File: src/rtl/frame_buffer_scan_controller.sv
// Initiator for the 3x3 ring-of-rows frame buffer: writes the raster pixel stream,
// then scans each fully surrounded center row and qualifies the buffer's matrix output.
module frame_buffer_scan_controller #(
  parameter int P_COLUMNS      = 640,
  parameter int P_ROWS         = 4,
  parameter int P_PIXEL_DEPTH  = 4,
  parameter int P_COLUMNS_BITS = $clog2(P_COLUMNS),
  parameter int P_ROWS_BITS    = $clog2(P_ROWS)
) (
  input  logic                      I_CLK,
  input  logic                      I_RESET_N,
  input  logic [P_PIXEL_DEPTH-1:0]  I_PIXEL,
  input  logic                      I_PIXEL_VALID,
  output logic                      O_PIXEL_READY,
  output logic [P_COLUMNS_BITS-1:0] O_BUF_COLUMN,
  output logic [P_ROWS_BITS-1:0]    O_BUF_ROW,
  output logic [P_PIXEL_DEPTH-1:0]  O_BUF_PIXEL,
  output logic                      O_BUF_WRITE_ENABLE,
  output logic                      O_BUF_READ_ENABLE,
  input  logic                      I_MATRIX_READY,
  output logic                      O_MATRIX_VALID,
  output logic [P_ROWS_BITS-1:0]    O_MATRIX_ROW,
  output logic [P_COLUMNS_BITS-1:0] O_MATRIX_COLUMN,
  output logic                      O_MATRIX_LAST
);

  localparam logic [P_COLUMNS_BITS-1:0] LP_COL_LAST = P_COLUMNS_BITS'(P_COLUMNS - 1);
  localparam logic [P_ROWS_BITS-1:0]    LP_ROW_LAST = P_ROWS_BITS'(P_ROWS - 1);

  typedef enum logic {S_FILL, S_SCAN} state_t;

  state_t                    r_state;
  state_t                    w_state_next;
  logic [P_COLUMNS_BITS-1:0] r_wr_col;
  logic [P_ROWS_BITS-1:0]    r_wr_row;
  logic [P_COLUMNS_BITS-1:0] r_scan_col;
  logic [P_ROWS_BITS-1:0]    r_center_row;
  logic [1:0]                r_rows_complete;
  logic                      r_matrix_valid;
  logic [P_ROWS_BITS-1:0]    r_matrix_row;
  logic [P_COLUMNS_BITS-1:0] r_matrix_col;
  logic                      r_matrix_last;

  logic                      w_accept;
  logic                      w_issue;
  logic                      w_row_done;
  logic                      w_scan_start;
  logic                      w_scan_done;
  logic [P_ROWS_BITS-1:0]    w_center_next;

  always_comb begin
    w_accept      = I_PIXEL_VALID & (r_state == S_FILL);
    w_issue       = (r_state == S_SCAN) & (~r_matrix_valid | I_MATRIX_READY);
    w_row_done    = w_accept & (r_wr_col == LP_COL_LAST);
    // rows_complete still holds the pre-increment count, so >=2 means this row makes three
    w_scan_start  = w_row_done & (r_rows_complete >= 2'd2);
    w_scan_done   = w_issue & (r_scan_col == LP_COL_LAST);
    w_center_next = (r_wr_row == '0) ? LP_ROW_LAST : r_wr_row - P_ROWS_BITS'(1);
  end

  always_comb begin
    w_state_next = r_state;
    case (r_state)
      S_FILL:  if (w_scan_start) w_state_next = S_SCAN;
      S_SCAN:  if (w_scan_done)  w_state_next = S_FILL;
      default: w_state_next = S_FILL;
    endcase
  end

  always_ff @(posedge I_CLK or negedge I_RESET_N) begin
    if (!I_RESET_N) r_state <= S_FILL;
    else            r_state <= w_state_next;
  end

  always_ff @(posedge I_CLK or negedge I_RESET_N) begin
    if (!I_RESET_N) begin
      r_wr_col        <= '0;
      r_wr_row        <= '0;
      r_rows_complete <= '0;
    end else if (w_accept) begin
      if (w_row_done) begin
        r_wr_col <= '0;
        r_wr_row <= (r_wr_row == LP_ROW_LAST) ? '0 : r_wr_row + P_ROWS_BITS'(1);
        if (r_rows_complete != 2'd3) r_rows_complete <= r_rows_complete + 2'd1;
      end else begin
        r_wr_col <= r_wr_col + P_COLUMNS_BITS'(1);
      end
    end
  end

  always_ff @(posedge I_CLK or negedge I_RESET_N) begin
    if (!I_RESET_N) begin
      r_scan_col   <= '0;
      r_center_row <= '0;
    end else if (w_scan_start) begin
      r_scan_col   <= '0;
      r_center_row <= w_center_next;
    end else if (w_issue) begin
      r_scan_col <= w_scan_done ? '0 : r_scan_col + P_COLUMNS_BITS'(1);
    end
  end

  // The buffer output is registered; metadata tracks the read issued one cycle earlier.
  always_ff @(posedge I_CLK or negedge I_RESET_N) begin
    if (!I_RESET_N) begin
      r_matrix_valid <= 1'b0;
      r_matrix_row   <= '0;
      r_matrix_col   <= '0;
      r_matrix_last  <= 1'b0;
    end else if (w_issue) begin
      r_matrix_valid <= 1'b1;
      r_matrix_row   <= r_center_row;
      r_matrix_col   <= r_scan_col;
      r_matrix_last  <= (r_scan_col == LP_COL_LAST);
    end else if (I_MATRIX_READY) begin
      r_matrix_valid <= 1'b0;
    end
  end

  always_comb begin
    O_PIXEL_READY      = (r_state == S_FILL);
    O_BUF_WRITE_ENABLE = w_accept;
    O_BUF_READ_ENABLE  = w_issue;
    O_BUF_PIXEL        = I_PIXEL;
    O_BUF_ROW          = (r_state == S_FILL) ? r_wr_row : r_center_row;
    O_BUF_COLUMN       = (r_state == S_FILL) ? r_wr_col : r_scan_col;
    O_MATRIX_VALID     = r_matrix_valid;
    O_MATRIX_ROW       = r_matrix_row;
    O_MATRIX_COLUMN    = r_matrix_col;
    O_MATRIX_LAST      = r_matrix_last;
  end

endmodule

File: config.mk
export PLATFORM = sky130hd
export DESIGN_NAME = frame_buffer_scan_controller
export DESIGN_NICKNAME = d
export VERILOG_FILES = /design/src/rtl/frame_buffer_scan_controller.sv
export SDC_FILE = /design/constraint.sdc
export NUM_CORES = 1
export LEC_CHECK = 0
export CAP_MARGIN = 5
export CORE_ASPECT_RATIO = 1.5
export CORE_MARGIN = 5
export CORE_UTILIZATION = 45
export DETAILED_ROUTE_END_ITERATION = 6
export PLACE_DENSITY_LB_ADDON = 0.1
export SETUP_SLACK_MARGIN = 0.05
export SYNTH_ARGS = -nofsm -noshare
export SYNTH_HDL_FRONTEND = slang
export SYNTH_SLANG_ARGS = --single-unit
export TNS_END_PERCENT = 100
File: constraint.sdc
create_clock -name I_CLK -period 4.7 [get_ports I_CLK]
set_input_delay 0.94 -clock I_CLK [delete_from_list [all_inputs] [get_ports I_CLK]]
set_output_delay 0.94 -clock I_CLK [all_outputs]
set_load 0.02 [all_outputs]
==> impl_metrics.yaml, run 1 <==
run_status:
  status: "finished, final reports clean"
placement:
  place.gp.congestion: 0.803
  port_buffers: 32
  dp_cells: 301
  dpl.hpwl_um: 3170
  pre_cts_slack_ns: 1.26
logic_synthesis:
  syn-cell-area_um2: 2100
  async_flop_share: 1.00
  synth_cells: 214
  synth_cell_types: 40
  synthFlopType: "dfrtp_1"
  yosysSeqAreaShare: 0.489
  yosys_warnings: 0
  avgSynthCellArea_um2: 9.80
  syn-num-nets: 228
  synth-edff-count: 0
  synth-seq-cells: 41
detailed_routing:
  vias_per_cell: 5.10
  drcViolationCount: 0
  dr.pass1.iters: 4
  wl_per_cell_um: 14.0
  ant_nets: 0
  routed_wl_um: 4300
  drt_iter0_drc: 89
  dr_total_vias: 1572
clock_tree:
  clock-sinks: 41
  clk_pin_slew_ns: 0.07
  clock_path_buffers: 2
  cts_root_buf: "clkbuf_8"
  clk_latency_ns: 0.28
  numCtsBuffers: 5
  cts_tree: "done"
  ctsHoldBuffers: 0
  htreeDepth: 2
  cts_resized: 0
  cts_setup_buffers: 0
finish:
  drive_gt1_frac: 0.107
  final_cells: 308
  fillerInstances: 428
  n_antenna_cell: 0
  syn2layout_area_growth_pct: 20.6
  fin_nets: 258
  final_util: 0.557
grt:
  grt_use_met2: 0.259
  grt_pass1_wl_um: 7610
  track_usage: 0.158
  overflow: 0
  grt_pass1_vias: 1577
  use_met1: 0.198
  grt_busiest_layer: "met2"
  grtUsageMet3: 0.0349
  grt_max_degree: 42
  antenna_found_initial: 0
setup_path:
  worstPathBufferInverterCount: 3
  critPathArrivalTime_ns: 2.50
  start_kind: "input pin"
  r2r_end: "r_scan_col[8]"
  cp_max_fo: 6
  critPathTopFamily: "buffers and inverters"
  max_stage_delay_ns: 0.60
  path_class: "input pin to output pin"
  worstPathRequired_ns: 3.76
  end_kind: "output pin"
  crit_path_cell_trace: "clkdlybuf4s50_1 > nand2b_1 > nand2_1 > inv_1 > clkdlybuf4s50_1"
  ff2ff_setup_slack_ns: 2.46
  timing.rr.start: "r_state"
  reg2reg_depth: 4
  cp_slowest_cell: "clkdlybuf4s50_1"
  critPathMostFrequentCell: "clkdlybuf4s50_1"
timing:
  post-route-min-period_ns: 3.44
  fin_worst_skew_ns: 0.00670
  maxSlewHeadroom: 0.398
  final.setup.worst_slack_ns: 1.26
  drv_slew: 0
  setup_violations: 0
  hold_violations: 0
  clock.fmax_mhz: 291
  tightest_slew_ns: 0.903
  fin_tns_setup_ns: 0
  fin_crit_sh: 0.731
  rsz0062_at_grt: "false"
floorplanning:
  ios: 41
  std_cell_rows: 30
  coreArea_um2: 4540
  die-area_um2: 6160
  die_h_um: 93.6
  start_util: 0.462
  die_width_um: 65.8
power_and_ir_drop:
  power_density_nw_per_um2: 316
  ir_drop_mv: 0.265
  power_uw: 801
  p_leak_uw: 0.00119
hold_path:
  worstHoldStart: "O_MATRIX_COLUMN[9]"
  hp-class: "flop to flop"
  worst_hold_path.endpoint: "O_MATRIX_COLUMN[9]"
  worstHoldPathCells: 2
job:
  maxCapViolCount: 0
cell usage after synthesis (2+ instances only):
| cell | number | share of area |
|---|---|---|
| mux2_2 | 10 | 0.054 |
| nor2_1 | 15 | 0.027 |
| buf_4 | 4 | 0.014 |
| a221o_1 | 2 | 0.0095 |
| nand2b_1 | 3 | 0.0089 |
| o21ai_0 | 11 | 0.026 |
| a21oi_1 | 6 | 0.014 |
| clkbuf_1 | 4 | 0.0072 |
| or3_1 | 4 | 0.012 |
| mux2i_1 | 2 | 0.0095 |
| and3_1 | 5 | 0.015 |
| inv_1 | 9 | 0.016 |
| nand2_1 | 44 | 0.079 |
| and4_1 | 2 | 0.0083 |
| nor3_1 | 5 | 0.012 |
| xnor2_1 | 6 | 0.025 |
| nand3_1 | 5 | 0.012 |
| nand4_1 | 5 | 0.015 |
| buf_1 | 2 | 0.0036 |
| xor2_1 | 5 | 0.021 |
| dfrtp_1 | 41 | 0.49 |
| ha_1 | 6 | 0.036 |
report_power, final:
part           switching [uW]  internal (uW)  leakage (uW)
combinational            76.1           82.5      0.000616
sequential               40.0            377      0.000527
clock                     108            116     0.0000443
total                     224            576       0.00119
metal layers:
| layer | vias up | routed length [um] |
|---|---|---|
| li1 | 786 | - |
| met1 | 751 | 1910 |
| met2 | 29 | 2180 |
| met3 | 6 | 143 |
| met4 | 0 | 66 |
| met5 | - | 0 |
layout by cell type, fill, tap and decap left out, drive strengths merged, types with 6 or more instances in the layout:
| master | n |
|---|---|
| mux2 | 10 |
| clkdlybuf4s50 | 31 |
| nand4 | 6 |
| nand2 | 44 |
| inv | 9 |
| o21ai | 11 |
| clkbuf | 7 |
| ha | 6 |
| nor2 | 16 |
| xnor2 | 6 |
| a21oi | 7 |
| dfrtp | 41 |
area by class of cell:
| type | count | area, um2 | share of cell area |
|---|---|---|---|
| Sequential cell | 41 | 1030 | 0.405 |
| Tap cell | 64 | 80.1 | 0.0316 |
| Inverter | 9 | 33.8 | 0.0133 |
| Multi-Input combinational cell | 153 | 975 | 0.385 |
| Timing Repair Buffer | 34 | 330 | 0.130 |
| Clock buffer | 7 | 86.3 | 0.0341 |
worst max-delay path by stage:
stage                   start           endpoint  cells after the start
5_1_grt        I_MATRIX_READY  O_BUF_READ_ENABLE                      5
6_report       I_MATRIX_READY  O_BUF_READ_ENABLE                      5
2_1_floorplan  I_MATRIX_READY  O_BUF_READ_ENABLE                      4
3_5_place_dp   I_MATRIX_READY  O_BUF_READ_ENABLE                      5
4_1_cts        I_MATRIX_READY  O_BUF_READ_ENABLE                      5
3_3_place_gp   I_MATRIX_READY  O_BUF_READ_ENABLE                      5
cell families (layout without fill, tap and decap cells):
logic type,Yosys count,after routing,synth area share
simple gates,96,96,0.235
flops,41,41,0.489
compound gates,28,28,0.0847
buf+inv,20,50,0.0465
mux,12,12,0.0632
xor+xnor,11,11,0.0459
fa+ha+maj,6,6,0.0358
worst min-delay path, stage by stage (launching register included):
cell and delay [ns]:
dfrtp_1 0.34, nand2_1 0.05, nand2_1 0.05
state kept, by name (all words and copies together) (netlist names), 2 cells and up:
register         flops
r_wr_row             2
O_MATRIX_ROW         2
r_rows_complete      2
r_scan_col          10
r_center_row         2
O_MATRIX_COLUMN     10
r_wr_col            10
per-stage QoR:
step | hold slack (ns) | cell area, um2
after detailed placement | 0.462 | 2440
after global placement | 0.457 | 2440
after floorplan | 0.462 | 2100
after global routing | 0.505 | 2530
after CTS | 0.481 | 2530
final | 0.472 | 2530
Power figures use the tool's default switching activity.
==> run 2, diff against run 1 <==
==> constraint.sdc (replaced) <==
create_clock -name I_CLK -period 3.1 [get_ports I_CLK]
set_input_delay 0.62 -clock I_CLK [delete_from_list [all_inputs] [get_ports I_CLK]]
set_output_delay 0.62 -clock I_CLK [all_outputs]
set_load 0.02 [all_outputs]
==> run 2 against run 1 <==
  * Final cell count up 0.97%
  * Die area unchanged
  * First-iteration DRC count is 39% lower
  * Utilization up 0.99 points
  * Clock skew decreased by 0.0038 ns
  * Sequential power rose by 52%
  * Register-to-register slack got worse by 1.6 ns
  * Worst hold slack got worse by 0.017 ns
  * Total power increased by 65%
  * Via count is 1.4% higher
  * Critical path type is now flop to output pin
  * Highest routed layer unchanged
==> impl_metrics.yaml, run 2 (synthesis gave the netlist of run 1 again) <==
clock_tree:
  htreeDepth: 2
  clk_pin_slew_ns: 0.08
  ctsHoldBuffers: 0
  cts_resized: 0
  clock_path_buffers: 2
  clk_latency_ns: 0.29
  cts_setup_buffers: 0
  cts_tree: "done"
  numCtsBuffers: 5
  cts_root_buf: "clkbuf_8"
  clock-sinks: 41
setup_path:
  worstPathRequired_ns: 2.48
  start_kind: "flop"
  cp_max_fo: 23
  timing.rr.start: "r_state"
  end_kind: "output pin"
  critPathArrivalTime_ns: 2.16
  reg2reg_depth: 4
  crit_end: "O_BUF_WRITE_ENABLE"
  crit_start: "r_state"
  path_class: "flop to output pin"
  r2r_end: "r_scan_col[3]"
  ff2ff_setup_slack_ns: 0.89
grt:
  track_usage: 0.165
  grt_pass1_vias: 1589
  grt_max_degree: 42
  antenna_found_initial: 0
  grt_pass1_wl_um: 7810
  overflow: 0
floorplanning:
  start_util: 0.462
  die_width_um: 65.8
  coreArea_um2: 4540
  std_cell_rows: 30
  ios: 41
  die-area_um2: 6160
  die_h_um: 93.6
timing:
  drv_slew: 0
  setup_violations: 0
  final.setup.worst_slack_ns: 0.321
  clock.fmax_mhz: 360
  rsz0062_at_grt: "false"
  maxSlewHeadroom: 0.389
  tightest_slew_ns: 0.916
  post-route-min-period_ns: 2.78
  hold_violations: 0
  fin_tns_setup_ns: 0
  fin_crit_sh: 0.897
  fin_worst_skew_ns: 0.00288
power_and_ir_drop:
  power_uw: 1320
  power_density_nw_per_um2: 512
  ir_drop_mv: 0.395
  p_leak_uw: 0.00121
detailed_routing:
  vias_per_cell: 5.13
  drcViolationCount: 0
  dr.pass1.iters: 4
  dr_total_vias: 1594
  routed_wl_um: 4460
  drt_iter0_drc: 54
  wl_per_cell_um: 14.3
  ant_nets: 0
placement:
  place.gp.congestion: 0.794
  pre_cts_slack_ns: 0.389
  port_buffers: 32
  dpl.hpwl_um: 3220
finish:
  fin_nets: 260
  syn2layout_area_growth_pct: 22.8
  layout_commonest_cell: "nand2_1"
  n_antenna_cell: 0
  drive_gt1_frac: 0.117
  mostFrequentLayoutCells: "44 x nand2_1, 41 x dfrtp_1, 31 x clkdlybuf4s50_1"
run_status:
  status: "finished, final reports clean"
job:
  maxCapViolCount: 0
hold_path:
  hp-class: "input pin to asynchronous set/reset pin"
[run 2: cell types whose count changed in the layout (fill, tap and decap cells not counted), sizes merged]
cell,change
buf,+2
bufinv,+1
[run 2: how the worst min path moves through the flow]
stage,start,end,cells after the start,slack [ns]
finish,I_RESET_N,r_scan_col[9],1,0.45
floorplan,I_RESET_N,O_MATRIX_COLUMN[0],0,0.32
global placement,O_MATRIX_COLUMN[1],O_MATRIX_COLUMN[1],2,0.46
global route,O_MATRIX_COLUMN[0],O_MATRIX_COLUMN[0],2,0.50
CTS,O_MATRIX_COLUMN[0],O_MATRIX_COLUMN[0],2,0.48
detailed placement,O_MATRIX_COLUMN[0],O_MATRIX_COLUMN[0],2,0.46
[run 2: report_power, final]
part	switching, uW	leakage (uW)	internal [uW]
Clock	184	0.0000585	263
Sequential	60.3	0.000527	572
Combinational	116	0.000626	125
Total	360	0.00121	959
[run 2: metal layers]
layer  share of wire  GRT usage
met5               0          0
met4           0.027     0.0813
met3           0.042     0.0373
met2            0.50      0.261
met1            0.43      0.209
[run 2: stage by stage]
stage               std cells  instance area (um2)  utilization  hold WS [ns]
floorplan                 214                 2100            -         0.324
global placement          303                 2460        0.542         0.457
detailed placement        303                 2460        0.542         0.462
CTS                       311                 2580        0.567         0.481
global route              311                 2580        0.567         0.496
finish                    311                 2580        0.567         0.455
[run 2: final cells by class]
type	count	area [um2]
clock buffers	7	86.3
clock inverters	1	30.0
fillers	418	1970
inverters	9	33.8
multi-input cells	153	975
flip-flops and latches	41	1030
well taps	64	80.1
repair buffers	36	345
[run 2: worst max-delay path: stages, from the launching register on]
cell and delay, ns:
dfrtp_1 0.88, nand2b_1 0.30, inv_1 0.13, clkdlybuf4s50_1 0.56
